### src/rtl/multiplicador_suma_7bits_if.sv
// Start/done handshake and operand/result bus for the shift-and-add
// multiplier-accumulator (producto = cociente * divisor + resto).
interface multiplicador_suma_7bits_if #(
  parameter int WIDTH = 7
);
  logic                 start;
  logic [WIDTH-1:0]     cociente;
  logic [WIDTH-1:0]     divisor;
  logic [WIDTH-1:0]     resto;
  logic [2*WIDTH-1:0]   producto;
  logic                 done;
  logic                 busy;

  modport master (
    output start,
    output cociente,
    output divisor,
    output resto,
    input  producto,
    input  done,
    input  busy
  );

  modport slave (
    input  start,
    input  cociente,
    input  divisor,
    input  resto,
    output producto,
    output done,
    output busy
  );
endinterface

### src/rtl/multiplicador_suma_7bits.sv
// Sequential shift-and-add multiplier-accumulator: rebuilds a dividend from
// the restoring divider's quotient/remainder, one multiplier bit per cycle.
module multiplicador_suma_7bits #(
  parameter int WIDTH = 7
) (
  input  logic                       clk,
  input  logic                       rst,
  multiplicador_suma_7bits_if.slave  bus
);

  localparam int CW = $clog2(WIDTH + 1);

  typedef enum logic {
    IDLE = 1'b0,
    CALC = 1'b1
  } state_t;

  state_t               r_state;
  logic [2*WIDTH-1:0]   r_mcand;
  logic [WIDTH-1:0]     r_mplier;
  logic [2*WIDTH-1:0]   r_acc;
  logic [CW-1:0]        r_cnt;
  logic [2*WIDTH-1:0]   r_producto;
  logic                 r_done;
  logic                 r_busy;

  logic [2*WIDTH-1:0]   w_sum;
  logic                 w_last;

  // Accumulator after this iteration's conditional add; also the final result
  assign w_sum  = r_acc + (r_mplier[0] ? r_mcand : '0);
  assign w_last = (r_cnt == CW'(WIDTH - 1));

  always_ff @(posedge clk or negedge rst) begin
    if (!rst) begin
      r_state    <= IDLE;
      r_mcand    <= '0;
      r_mplier   <= '0;
      r_acc      <= '0;
      r_cnt      <= '0;
      r_producto <= '0;
      r_done     <= 1'b0;
      r_busy     <= 1'b0;
    end else begin
      r_done <= 1'b0;
      unique case (r_state)
        IDLE: begin
          if (bus.start) begin
            r_mcand  <= {{WIDTH{1'b0}}, bus.cociente};
            r_mplier <= bus.divisor;
            r_acc    <= {{WIDTH{1'b0}}, bus.resto};
            r_cnt    <= '0;
            r_busy   <= 1'b1;
            r_state  <= CALC;
          end
        end
        CALC: begin
          r_acc    <= w_sum;
          r_mcand  <= r_mcand << 1;
          r_mplier <= r_mplier >> 1;
          r_cnt    <= r_cnt + 1'b1;
          if (w_last) begin
            r_producto <= w_sum;
            r_done     <= 1'b1;
            r_busy     <= 1'b0;
            r_state    <= IDLE;
          end
        end
        default: r_state <= IDLE;
      endcase
    end
  end

  assign bus.producto = r_producto;
  assign bus.done     = r_done;
  assign bus.busy     = r_busy;

endmodule

### src/flat_wrapper.sv
// flat-port wrapper written by rule: the top's interface ports become plain ports
module multiplicador_suma_7bits_flat 
#(
  parameter int WIDTH = 7
)
  (clk, rst, bus_start, bus_cociente, bus_divisor, bus_resto, bus_producto, bus_done, bus_busy);
  multiplicador_suma_7bits_if #(.WIDTH(WIDTH)) bus_i ();
  input  logic clk;
  input  logic rst;
  input wire logic [$bits(bus_i.start)-1:0] bus_start;
  input wire logic [$bits(bus_i.cociente)-1:0] bus_cociente;
  input wire logic [$bits(bus_i.divisor)-1:0] bus_divisor;
  input wire logic [$bits(bus_i.resto)-1:0] bus_resto;
  output wire logic [$bits(bus_i.producto)-1:0] bus_producto;
  output wire logic [$bits(bus_i.done)-1:0] bus_done;
  output wire logic [$bits(bus_i.busy)-1:0] bus_busy;
  assign bus_i.start = bus_start;
  assign bus_i.cociente = bus_cociente;
  assign bus_i.divisor = bus_divisor;
  assign bus_i.resto = bus_resto;
  assign bus_producto = bus_i.producto;
  assign bus_done = bus_i.done;
  assign bus_busy = bus_i.busy;
  multiplicador_suma_7bits #(.WIDTH(WIDTH)) u_core (.clk(clk), .rst(rst), .bus(bus_i));
endmodule
### config.mk
export PLATFORM = sky130hd
export DESIGN_NAME = multiplicador_suma_7bits_flat
export DESIGN_NICKNAME = d
export VERILOG_FILES = /design/src/rtl/multiplicador_suma_7bits_if.sv /design/src/rtl/multiplicador_suma_7bits.sv /design/src/flat_wrapper.sv
export SDC_FILE = /design/constraint.sdc
export NUM_CORES = 1
export LEC_CHECK = 0
export BUFFER_PORTS_ARGS = -buffer_cell sky130_fd_sc_hd__buf_2
export CAP_MARGIN = 5
export CORE_MARGIN = 5
export CORE_UTILIZATION = 43
export CTS_BUF_LIST = sky130_fd_sc_hd__clkbuf_4 sky130_fd_sc_hd__clkbuf_8
export DETAILED_ROUTE_END_ITERATION = 16
export PLACE_DENSITY = 0.62
export SYNTH_ARGS = -nofsm -noshare
export SYNTH_HDL_FRONTEND = slang
export SYNTH_SLANG_ARGS = --single-unit
### constraint.sdc
create_clock -name clk -period 4.33 [get_ports clk]
set_clock_uncertainty 0.2 [all_clocks]
set_input_delay 0.6495 -clock clk [delete_from_list [all_inputs] [get_ports clk]]
set_output_delay 0.6495 -clock clk [all_outputs]
set_load 0.05 [all_outputs]
=== Word level (Yosys, flattened, before mapping) ===
Cells that the tools add are included.
W data, S select, Z words.

* Mux-type cells: 17
* Reduce and logical (&&, ||, !) cells: 2
* Equal/unequal tests: 3
* $add $sub $neg: 2
* Bitwise operators: 1

{| class="wikitable"
|+ Operators with widths
! operator !! number
|-
| $pmux W14 S2 || 2
|-
| $mux W14 || 3
|-
| $add A14 B14 Y14 || 1
|-
| $pmux W7 S2 || 1
|-
| $mux W7 || 1
|-
| $mux W1 || 6
|-
| $pmux W3 S2 || 1
|-
| $ne A2 B2 Y1 const B || 2
|-
| $pmux W1 S2 || 2
|-
| $reduce_and A2 Y1 || 2
|-
| $add A3 B1 Y3 const B || 1
|-
| $eq A3 B3 Y1 const B || 1
|-
| $mux W3 || 1
|-
| $not A1 Y1 || 1
|}

* Bits in registers: 55
* Bits of input ports: 24
* Logic and storage cells: 33
* Output and inout port bits: 16

=== Logic depth before layout (Yosys ltp) ===
* Word-level depth: 3
* Gate-level depth with buffers: 11
* Mapped depth without buffers: 10

=== Worst setup path after synthesis ===
Ideal clock, no wire load.

* Path type: register to register
* From: reg u_core.r_mplier[0]
* To: reg u_core.r_producto[10], in the netlist u_core.bus.producto[10]
* Library setup time: 0.122 ns
* Path slack: 1.690 ns
* Period minus slack after synthesis: 2.640 ns
* Cell stages (with the launch flop): 12
* Buffers on the path: 1
* Arrival: 2.317 ns
* Data required time: 4.008 ns
* Path through: dfrtp_1 > clkbuf_1 > and2_1 > ha_1 > inv_1 > fa_1 > nand2b_1 > a21o_1 > and2_4 > o311a_1 > xor2_1 > o21ai_1

* Word-level cells in the longest chain between the ends: 2

{| class="wikitable"
|+ RTL lines
! item !! RTL line !! RTL
|-
| start, declared || multiplicador_suma_7bits.sv:20 || <nowiki>logic [WIDTH-1:0] r_mplier;</nowiki>
|-
| start signal, assigned || multiplicador_suma_7bits.sv:50 || <nowiki>r_mplier <= bus.divisor;</nowiki>
|-
| start signal, assigned || multiplicador_suma_7bits.sv:60 || <nowiki>r_mplier <= r_mplier >> 1;</nowiki>
|-
| $mux W14 || multiplicador_suma_7bits.sv:31 || <nowiki>assign w_sum = r_acc + (r_mplier[0] ? r_mcand : '0);</nowiki>
|-
| $add A14 B14 Y14 || multiplicador_suma_7bits.sv:31 ||
|-
| end signal, assigned || multiplicador_suma_7bits.sv:63 || <nowiki>r_producto <= w_sum;</nowiki>
|-
| end, declared || multiplicador_suma_7bits.sv:23 || <nowiki>logic [2*WIDTH-1:0] r_producto;</nowiki>
|}

Every way passes these cells.
A chain may end at the register's enable or synchronous reset.

=== Worst setup path in the final report ===
Ends and elaborated chain as after synthesis.

==> flow_summary.json <==
{
  "fin_crit_ns": 2.82,
  "antenna_found_initial": 0,
  "p_int_mw": 1.17,
  "post_dp_cell_area_um2": 3180,
  "holdWs_ns": 0.273,
  "ys_ff_latch": 55,
  "ir_worst_vdd_v": 0.000260,
  "cts_root_buf": "clkbuf_8",
  "status": "finished, final reports clean",
  "synth_area_leaders": "dfrtp_1 46%, nand2_1 7.2%, ha_1 6.3%",
  "ys_types": 44,
  "setup_violations": 0,
  "cp.arrival_ns": 2.79,
  "diodes": 0,
  "port_buffers": 39,
  "setup_ws_ns": 1.51,
  "overflow": 0,
  "drc_errors": 0,
  "hold_violations": 0,
  "p_per_area_nw_per_um2": 664,
  "initial_core_util": 0.439,
  "fin_nets": 381,
  "cp-start-kind": "flip-flop",
  "yosysSeqAreaShare": 0.464,
  "synth.largest_area_cell": "dfrtp_1",
  "antenna_left": 0,
  "min-delay-path-class": "flip-flop to flip-flop",
  "netlist_instances": 309,
  "startpoint": "u_core.r_mplier[0]",
  "worstSetupPathType": "flip-flop to flip-flop",
  "layout-drive-gt1-share": 0.161,
  "synth_top_area_share": 0.464,
  "cts_buffer_depth": 2,
  "grt_setup_unrepaired": "no",
  "clkTransAtPathRegs_ns": 0.10,
  "final.period_utilization": 0.650,
  "slowest_delay_ns": 0.55,
  "hp-start": "u_core.bus.producto[0]",
  "vias_per_cell": 5.16,
  "post_cts_buffers": 0,
  "firstDrtPassIters": 4,
  "critPathRequiredTime_ns": 4.30,
  "p_switching_mw": 1.01,
  "clkPwrFrac": 0.131,
  "place.detailed.hpwl_mm": 4.38,
  "synth_area_um2": 2960,
  "slowest_stage": "dfrtp_1",
  "via_count": 2178,
  "coreArea_um2": 6760,
  "synth_edf_count": 0,
  "nFillCells": 669,
  "wire_per_inst_um": 14.4,
  "p_leak_nw": 1.61,
  "synth.avg_cell_area_um2": 9.59,
  "dieArea_um2": 8650,
  "pwr-share-seq": 0.395,
  "fin_setup_tns_ns": 0,
  "final_common_cell": "nand2_1",
  "async_reset_ff_frac": 1.00,
  "seqCellArea_um2": 1380,
  "crit_fanout": 15,
  "combPwrFrac": 0.473,
  "cp_cell_sequence": "and2_1, ha_1, inv_1, fa_1, nand2b_1, a21o_1, and2_4, o311a_1, xor2_1, o21ai_1",
  "post-place-ws_ns": 1.53,
  "area_growth_pct": 10.6,
  "fmax_mhz": 355,
  "grt_max_degree": 55,
  "clk_latency_ns": 0.31,
  "cts_tree": "yes",
  "boundaryPins": 40,
  "wl_mm": 6.09,
  "cts_resized": 0,
  "final_cell_mix": "57 x nand2_1, 55 x dfrtp_1, 39 x buf_2, 27 x o21ai_0",
  "synth_warnings": 0,
  "switching_share": 0.462,
  "max_slew_margin": 0.392,
  "multiInputGateArea_um2": 1460,
  "drv_slew": 0,
  "max_cap_viol_count": 0,
  "htree_levels": 2,
  "rows": 30,
  "clock_sinks": 55,
  "die_w_um": 93.0,
  "yosys_most_used_dff": "dfrtp_1",
  "final_cell_area_um2": 3280,
  "gp_congestion": 0.901,
  "die_h_um": 93.0,
  "drt_iter0_markers": 122,
  "grt_pass1_vias": 2135,
  "r2r_start": "u_core.r_mplier[0]",
  "track_usage": 0.149,
  "end_kind": "flip-flop",
  "synthesis.nets": 349,
  "grt_pass1_wl_mm": 10.3,
  "worstMarginPinSlew_ns": 0.910,
  "numCtsBuffers": 5
}
timing repair:
action	in CTS	in global routing
hold endpoints to repair	1	0
hold buffers	1	0
setup endpoints to repair	0	0
layout make-up:
class,instances,area share
Sequential cell,55,0.420
Tap cell,80,0.0305
Timing Repair Buffer,43,0.0695
Multi-Input combinational cell,229,0.445
Clock buffer,5,0.0210
Clock inverter,3,0.00611
Inverter,7,0.00802
final timing paths:
| check | endpoint | slack (ns) | cells after the start |
|---|---|---|---|
| worst max-delay path | u_core.bus.producto[10] | 1.51 | 10 |
| min in group asynchronous | u_core.bus.busy | 0.43 | 2 |
| max in group asynchronous | u_core.r_acc[5] | 2.66 | 3 |
| worst max register to register | u_core.bus.producto[10] | 1.51 | 10 |
| worst min register to register | u_core.bus.producto[0] | 0.27 | 2 |
| worst min-delay path | u_core.bus.producto[0] | 0.27 | 2 |
flip-flops by register name (all words and copies together) (netlist names):
name and count:
u_core.r_mplier 7, u_core.r_mcand 14, u_core.r_state 1, u_core.r_acc 14, u_core.bus.producto 14, u_core.bus.done 1, u_core.bus.busy 1, u_core.r_cnt 3
cells by family after synthesis:
group / count (synthesis) / synth area share
mux: 18 / 0.0612
xor+xnor: 13 / 0.0384
compound gates: 84 / 0.172
simple gates: 98 / 0.150
fa+ha+maj: 16 / 0.0701
flops: 55 / 0.464
buf+inv: 25 / 0.0439
power groups by stage:
stage | clock [mW] | sequential, mW | combinational [mW]
finish | 0.285 | 0.860 | 1.03
global route | 0.316 | 0.892 | 1.15
CTS | 0.299 | 0.863 | 1.05
detailed placement | 0 | 0.872 | 1.04
global placement | 0 | 0.867 | 1.02
floorplan | 0 | 1.04 | 0.640
metrics by stage:
step,cells,util,total power [mW]
after CTS,422,0.485,2.21
after global placement,413,0.470,1.89
after detailed placement,413,0.470,1.91
after floorplan,309,-,1.68
final,422,0.485,2.17
after global routing,422,0.485,2.36
cells in the mapped netlist (2+ instances only):
| library cell | instances |
|---|---|
| a211oi_1 | 5 |
| a21o_1 | 5 |
| a21oi_1 | 17 |
| a22o_1 | 2 |
| and2_1 | 13 |
| buf_1 | 3 |
| buf_2 | 2 |
| buf_4 | 3 |
| buf_6 | 3 |
| clkbuf_1 | 7 |
| dfrtp_1 | 55 |
| ha_1 | 15 |
| inv_1 | 7 |
| mux2i_1 | 17 |
| nand2_1 | 57 |
| nand2b_1 | 3 |
| nand3_1 | 3 |
| nor2_1 | 11 |
| nor2b_1 | 6 |
| o211ai_1 | 2 |
| o21ai_0 | 27 |
| o21ai_1 | 13 |
| xnor2_1 | 4 |
| xor2_1 | 9 |
per-layer routing:
metal	vias up	GRT usage	wire length, um
li1	1121	-	-
met1	999	0.211	3030
met2	50	0.227	2680
met3	8	0.0274	283
met4	0	0.0586	102
met5	-	0	0
critical path, delay by kind of cell (launching register included):
kind | cells | cell delay (ns)
fa+ha+maj | 2 | 0.56
compound gates | 3 | 0.60
xor+xnor | 1 | 0.20
simple gates | 3 | 0.50
buf+inv | 1 | 0.06
flops | 1 | 0.55
Power figures use the tool's default switching activity.
